[src/rtl/fetch_pkg.sv]
// Shared types and default sizing for the fetch sequencer and its wait timer.
package fetch_pkg;

    typedef enum logic [2:0] {
        RST_HOLD = 3'd0,
        REQ      = 3'd1,
        WAIT     = 3'd2,
        HOLD     = 3'd3,
        DRAIN    = 3'd4
    } fetch_state_t;

    localparam int unsigned DEFAULT_WIDTH      = 64;
    localparam int unsigned DEFAULT_RESET_HOLD = 2;
    localparam int unsigned DEFAULT_MAX_WAIT   = 64;

endpackage

[src/rtl/fetch_wait_timer.sv]
// Response-wait counter: cleared on entry to a waiting state, counts cycles without a response.
// tc_o pulses on the increment that brings the count to MAX_WAIT-1.
module fetch_wait_timer #(
    parameter int unsigned MAX_WAIT = 64
) (
    input  logic clk,
    input  logic srst_i,
    input  logic clear_i,
    input  logic inc_i,
    output logic tc_o
);

    localparam int unsigned CW = (MAX_WAIT > 2) ? $clog2(MAX_WAIT) : 1;
    localparam logic [CW-1:0] LAST = CW'(MAX_WAIT - 1);
    localparam logic [CW-1:0] PRE  = CW'(MAX_WAIT - 2);

    logic [CW-1:0] count_q;
    logic [CW-1:0] count_d;

    // Saturate at the terminal value so a long stall cannot wrap and re-fire.
    always_comb begin
        count_d = count_q;
        if (clear_i) begin
            count_d = '0;
        end else if (inc_i && (count_q != LAST)) begin
            count_d = count_q + 1'b1;
        end
    end

    assign tc_o = inc_i && !clear_i && (count_q == PRE);

    always_ff @(posedge clk) begin
        if (srst_i) begin
            count_q <= '0;
        end else begin
            count_q <= count_d;
        end
    end

endmodule

[src/rtl/fetch_sequencer.sv]
// Fetch-stage controller: one imem request per PC, PC-flop enable, decode-stall buffering,
// and squashing of in-flight fetches on an execute or writeback redirect.
module fetch_sequencer
    import fetch_pkg::*;
#(
    parameter int unsigned WIDTH      = DEFAULT_WIDTH,
    parameter int unsigned RESET_HOLD = DEFAULT_RESET_HOLD,
    parameter int unsigned MAX_WAIT   = DEFAULT_MAX_WAIT
) (
    input  logic             clk,
    input  logic             reset,
    input  logic             stall_d,
    input  logic             branch_taken_e,
    input  logic             pc_src_w,
    input  logic             imem_ready,
    input  logic             imem_rvalid,
    input  logic [WIDTH-1:0] imem_rdata,
    output logic             imem_req,
    output logic             enable_pc,
    output logic [WIDTH-1:0] instr_f,
    output logic             instr_valid_f,
    output logic             flush_d,
    output logic             timeout_err
);

    localparam int unsigned HW = (RESET_HOLD > 0) ? $clog2(RESET_HOLD + 1) : 1;
    localparam logic [HW-1:0] HOLD_ONE = HW'(1);

    fetch_state_t     state_q, state_d;
    logic [HW-1:0]    hold_q, hold_d;
    logic [WIDTH-1:0] buf_q, buf_d;
    logic [WIDTH-1:0] instr_q, instr_d;
    logic             valid_q, valid_d;
    logic             timeout_q, timeout_d;

    logic             redirect;
    logic             deliver;
    logic [WIDTH-1:0] deliver_data;
    logic             req_c, en_c, flush_c;
    logic             waiting, timer_clear, timer_inc, timer_tc;

    assign redirect = branch_taken_e | pc_src_w;

    always_comb begin
        state_d      = state_q;
        hold_d       = hold_q;
        buf_d        = buf_q;
        deliver      = 1'b0;
        deliver_data = buf_q;
        req_c        = 1'b0;
        en_c         = 1'b0;
        flush_c      = 1'b0;

        case (state_q)
            RST_HOLD: begin
                if (hold_q <= HOLD_ONE) state_d = REQ;
                if (hold_q != '0)       hold_d  = hold_q - 1'b1;
            end
            REQ: begin
                req_c = !redirect;
                if (redirect) begin
                    en_c    = 1'b1;
                    flush_c = 1'b1;
                end else if (imem_ready) begin
                    state_d = WAIT;
                end
            end
            WAIT: begin
                if (redirect) begin
                    en_c    = 1'b1;
                    flush_c = 1'b1;
                    state_d = imem_rvalid ? REQ : DRAIN;
                end else if (imem_rvalid) begin
                    if (!stall_d) begin
                        deliver      = 1'b1;
                        deliver_data = imem_rdata;
                        state_d      = REQ;
                    end else begin
                        buf_d   = imem_rdata;
                        state_d = HOLD;
                    end
                end
            end
            HOLD: begin
                if (redirect) begin
                    en_c    = 1'b1;
                    flush_c = 1'b1;
                    state_d = REQ;
                end else if (!stall_d) begin
                    deliver = 1'b1;
                    state_d = REQ;
                end
            end
            DRAIN: begin
                // A further redirect only moves the PC; the stale response still has to be absorbed.
                if (redirect) begin
                    en_c    = 1'b1;
                    flush_c = 1'b1;
                end
                if (imem_rvalid) state_d = REQ;
            end
            default: state_d = RST_HOLD;
        endcase

        if (deliver) en_c = 1'b1;
    end

    assign instr_d   = deliver ? deliver_data : instr_q;
    assign valid_d   = deliver;
    assign timeout_d = timeout_q | timer_tc;

    assign waiting     = (state_q == WAIT) || (state_q == DRAIN);
    assign timer_clear = ((state_d == WAIT)  && (state_q != WAIT)) ||
                         ((state_d == DRAIN) && (state_q != DRAIN));
    assign timer_inc   = waiting && !imem_rvalid;

    fetch_wait_timer #(
        .MAX_WAIT (MAX_WAIT)
    ) u_wait_timer (
        .clk     (clk),
        .srst_i  (reset),
        .clear_i (timer_clear),
        .inc_i   (timer_inc),
        .tc_o    (timer_tc)
    );

    always_ff @(posedge clk) begin
        if (reset) begin
            state_q   <= RST_HOLD;
            hold_q    <= HW'(RESET_HOLD);
            buf_q     <= '0;
            instr_q   <= '0;
            valid_q   <= 1'b0;
            timeout_q <= 1'b0;
        end else begin
            state_q   <= state_d;
            hold_q    <= hold_d;
            buf_q     <= buf_d;
            instr_q   <= instr_d;
            valid_q   <= valid_d;
            timeout_q <= timeout_d;
        end
    end

    // Combinational controls are forced low while reset is asserted.
    assign imem_req      = req_c   && !reset;
    assign enable_pc     = en_c    && !reset;
    assign flush_d       = flush_c && !reset;
    assign instr_f       = instr_q;
    assign instr_valid_f = valid_q;
    assign timeout_err   = timeout_q;

endmodule

[config.mk]
export PLATFORM = sky130hd
export DESIGN_NAME = fetch_sequencer
export DESIGN_NICKNAME = d
export VERILOG_FILES = /design/src/rtl/fetch_pkg.sv /design/src/rtl/fetch_wait_timer.sv /design/src/rtl/fetch_sequencer.sv
export SDC_FILE = /design/constraint.sdc
export NUM_CORES = 1
export LEC_CHECK = 0
export CORE_MARGIN = 5
export CORE_UTILIZATION = 26
export DETAILED_ROUTE_END_ITERATION = 12
export DONT_BUFFER_PORTS = 1
export REMOVE_ABC_BUFFERS = 1
export SYNTH_ARGS = -nofsm -noshare
export SYNTH_HDL_FRONTEND = slang
export SYNTH_SLANG_ARGS = --single-unit
[constraint.sdc]
create_clock -name clk -period 4.4 [get_ports clk]
set_clock_uncertainty 0.05 [all_clocks]
set_input_delay 0.88 -clock clk [delete_from_list [all_inputs] [get_ports clk]]
set_output_delay 0.88 -clock clk [all_outputs]
set_load 0.02 [all_outputs]
Word level (Yosys, flattened, before mapping)
Cells that the tools add are included.
{ "totals": {"word_cells": 68, "out_inout_bits": 69, "reg_bits": 141, "inputBits": 71} }
{ "op_classes": {"mux": 24, "n_eq_ne": 10, "n_addsub": 2, "n_lt_le_gt_ge": 1, "n_reduce_logical": 21, "bitwise": 3} }
{ "op_table": {"columns": ["operator", "count"], "rows": [
  ["$mux W64", 4],
  ["$mux W3", 9],
  ["$pmux W3 S5", 1],
  ["$eq A3 B2 Y1 const B", 3],
  ["$logic_and A1 B1 Y1", 9],
  ["$mux W1", 8],
  ["$add A6 B1 Y6 const B", 1],
  ["$eq A3 B3 Y1 const B", 2],
  ["$eq A6 B6 Y1 const B", 1],
  ["$ne A6 B6 Y1 const B", 1],
  ["$logic_not A1 Y1", 4],
  ["$reduce_and A4 Y1", 1],
  ["$reduce_or A4 Y1", 1],
  ["$eq A3 B1 Y1 const B", 1],
  ["$logic_not A3 Y1", 1],
  ["$ne A3 B2 Y1 const B", 1],
  ["$ne A3 B3 Y1 const B", 1],
  ["$le A2 B1 Y1 const B", 1],
  ["$logic_or A1 B1 Y1", 2],
  ["$mux W2", 1],
  ["$or A1 B1 Y1", 2],
  ["$pmux W1 S2", 1],
  ["$reduce_and A2 Y1", 1],
  ["$reduce_bool A2 Y1", 1],
  ["other kinds (3)", 3]
]} }

Depth between registers and ports, before layout
{ "depth": {"depth_word": 11, "mapped_depth": 7, "depth_no_buf": 6} }

Cells and area by module
Synthesis repeated with hierarchy kept, for this count alone.
{ "hier_totals": {"cells_unflattened": 798, "hier_area_um2": 6184.7} }
{ "modules_own_cells": {"columns": ["module", "n_inst", "cells_each", "seq_area_each_um2", "area_each_um2"], "rows": [
  ["fetch_sequencer", 1, 763, 2702.6, 5860.6],
  ["fetch_wait_timer", 1, 35, 120.1, 324.1]
]} }

Least setup slack after synthesis
Ideal clock, no wire load.
{ "synth_path": {"path_kind": "in2out", "start": "input reset", "end": "output enable_pc", "path_buffers": 1, "cell_stages": 3, "slack_ns": 1.346, "required_time_ns": 3.470, "arrival_time_ns": 2.124, "path_cell_list": "clkbuf_1 -> nor4_1 -> or2_2"} }
{ "synth_via": {"elab_chain_cells": 2} }
{ "synth_lines": {"columns": ["item", "line_no", "source"], "rows": [
  ["start, declared", "fetch_sequencer.sv:11", "input logic reset,"],
  ["$logic_not A1 Y1", "fetch_sequencer.sv:147", "assign enable_pc = en_c && !reset;"],
  ["$logic_and A1 B1 Y1", "fetch_sequencer.sv:147", null],
  ["end, declared", "fetch_sequencer.sv:19", "output logic enable_pc,"]
]} }
No other way between the ends.

Final worst setup path
{ "layout_path": {"start": "input pc_src_w", "end": "output enable_pc"} }
{ "layout_via": {"elab_chain_cells": 5, "elab_cells_between_ends": 8, "classes_between": "6 x mux; 1 x bitwise; 1 x reduce/logical"} }
{ "layout_lines": {"columns": ["item", "line_no", "source"], "rows": [
  ["start, declared", "fetch_sequencer.sv:14", "input logic pc_src_w,"],
  ["$or A1 B1 Y1 *", "fetch_sequencer.sv:42", "assign redirect = branch_taken_e | pc_src_w;"],
  ["$mux W1 (on tied branches)", "fetch_sequencer.sv:85, fetch_sequencer.sv:61, fetch_sequencer.sv:69", null],
  ["$pmux W1 S2 or $mux W1 (tied branches)", null, null],
  ["$mux W1 *", "fetch_sequencer.sv:105", "if (deliver) en_c = 1'b1;"],
  ["$logic_and A1 B1 Y1 *", "fetch_sequencer.sv:147", null]
]} }
Mark *: on every way between the ends. The rest lies on a longest branch, timed or not.

==> run summary <==
Outcome - finished, final reports clean
Crit. End Element - output port
Io pins - 140
Largest net degree at the start of global routing - 136
Via density - 4.67
Setup violators final - 0
Core Box Area - 22500 sq um
Crit path time final - 2.76 ns
H-tree depth - 4
Area share of the largest cell type after synthesis - 47.9%
Non-filler cells, final - 927
# nets final - 705
Post-Route WL - 13900 microns
Total GRT Usage - 10.8%
Clock Pin Slew Worst Setup and Hold Paths - 0.06 ns
Mapped Cells - 656
Multi-input gate area - 2740 sq um
Main synth FF type - dfxtp_1
Final core occ - 29.3%
Post-Syn Area per Cell - 8.99 sq um
Share of layout cells above drive strength 1 - 9.03%
CP required - 3.47 ns
Vias - 4327
Storage cell area - 2820 sq um
Global-route wire length before repair - 22400 microns
CTS Buffer Depth - 2
Synth Register Bits - 141
Die ar. - 25800 sq um
Hold Path Depth - 2
# clock sinks - 141
Worst r2r dst - instr_f[18]
Critical-path top delay cell - or2_4
Area Overhead vs Synth - 12.0%
Min-Delay Path Class - reg -> reg
Synth area leaders - dfxtp_1 48%, mux2i_1 11%, a211oi_1 8.7%, nand2_1 8.4%, nor2_1 4.9%
Crit path from - pc_src_w
Initial antenna violation count - 0
Max_slew headroom - 47.2%
Kind of critical path - in -> out
RSZ-0062 raised after global routing - no
Crit start category - input pin
Number of synthesized flops with an enable pin - 0
WL/cell - 15.0 microns
R2R setup slack - 1.73 ns
Fin. Hold Viols - 0
FP Rows - 55
Worst reg2reg startpoint - state_q[0]
Critical Path Max Stage Delay - 0.27 ns
FFs w/ async S/R, synth - 0%
CP cell instances - or2_4 > nor4_4 > and2_1 > or2_2
IO buf count - 0
Grt ovf - 0
DP Wirelength - 8370 microns
Hold Startpoint - buf_q[26]
Commonest cells in the netlist - 141 x dfxtp_1, 132 x nand2_1, 77 x nor2_1
Seq/Total Area, Yosys - 47.9%
Static leakage - 0.00243 uW
Post-cts sizing count - 0
Remaining antenna violation count - 0
R2R cell count - 6
Worst skew pair latency - 0.41 ns
Pwr/cell area - 439 nW/um^2
Yosys warnings - 0
Vias in the first global route - 4077
GP Congestion - 0.745
Post-CTS Setup Bufs - 0
CTS tree - done
CTS buffer count - 17
Total Power - 2900 uW
Max-cap viol count - 0
Fill cells - 2333
Critical path peak fanout - 4
Most frequent cell after synthesis - dfxtp_1
WP data arrival - 1.83 ns
Setup tns final - 0 ns
Most area-hungry cell type in the Yosys netlist - dfxtp_1
CTS Hold Bufs - 0
Post-Synthesis Cell Area - 5890 sq um
DRC violations left - 0
Slew at the pin closest to its max-slew limit - 0.791 ns
# diodes - 0
Post-placement cell count - 896
Die height - 161 microns
Die W - 161 microns
Worst Hold End - buf_q[26]
Initial Util - 26.2%
CTS Root Cell - clkbuf_16
IR drop worst, VDD - 208 uV
Netlist cell types - 41
Tcrit/Tclk final - 62.8%
First DRT Iteration DRCs - 294
Max-slew violation count - 0
Max Fclk - 0.362 GHz
First-pass DRT Iterations - 5
placed cells by master, fill, tap and decap left out, types with 3 or more instances in the layout:
cell / synthesis / final
buf_4: 16 / 5
nor2_1: 77 / 77
clkinv_2: 0 / 5
clkbuf_16: 0 / 17
nand3_1: 4 / 4
ha_1: 4 / 4
a21oi_2: 13 / 13
bufinv_16: 0 / 3
a21oi_1: 53 / 53
inv_1: 8 / 8
nor3_1: 4 / 4
xnor2_1: 5 / 5
a211oi_1: 68 / 68
dfxtp_1: 141 / 141
nand2_1: 132 / 132
nor4_1: 3 / 3
mux2i_1: 64 / 64
a2111oi_0: 3 / 3
cell families (layout without fill, tap and decap cells):
| group | after synthesis | count (layout) | share of synthesized area, % |
|---|---|---|---|
| simple gates | 238 | 238 | 17.2 |
| compound gates | 144 | 144 | 16.6 |
| flops | 141 | 141 | 47.9 |
| mux | 65 | 65 | 11.1 |
| buf+inv | 59 | 45 | 5.71 |
| xor+xnor | 5 | 5 | 0.743 |
| fa+ha+maj | 4 | 4 | 0.849 |
layout make-up:
class	instances	area share, %
multi-input cells	456	41.4
well taps	285	5.40
inverters	8	0.455
clock inverters	11	2.12
repair buffers	6	0.872
flip-flops and latches	141	42.8
clock buffers	20	6.92
sequential cells by signal, indices dropped and copies added (netlist names):
signal and cells:
instr_valid_f 1, u_wait_timer.count_q 6, buf_q 64, timeout_err 1, instr_f 64, state_q 3
hold_q 2
worst max-delay path by stage:
stage	endpoint	slack, ns	cells past startpoint
global route	instr_f[59]	1.40	6
global placement	instr_f[40]	1.30	6
finish	enable_pc	1.64	4
floorplan	enable_pc	-1.27	4
detailed placement	instr_f[18]	1.24	6
CTS	enable_pc	1.58	4
critical path, delay by kind of cell:
family,cells,cell delay [ns]
AND/OR/NAND/NOR,4,0.95
stage by stage:
stage / hold WS (ns) / setup slack [ns] / area, sq um
after floorplan: 0.380 / -1.27 / 5590
after global placement: 0.385 / 1.30 / 6000
after detailed placement: 0.392 / 1.24 / 6000
after CTS: 0.400 / 1.58 / 6600
after global routing: 0.415 / 1.40 / 6600
final: 0.398 / 1.64 / 6600
layer usage:
layer	global-route usage (%)	routed length (microns)	up-vias	share of wire, %
met1	13.5	6340	1977	46
met3	4.62	1060	14	7.6
met4	3.17	137	0	0.98
met2	16.9	6390	103	46
met5	0	0	-	0
li1	-	-	2233	-
power breakdown:
group,total [uW],internal [uW],switching [uW]
Sequential,1310,1290,20.9
Clock,1470,918,557
Combinational,108,46.8,61.1
Total,2900,2260,639
Power figures use the tool's default switching activity.
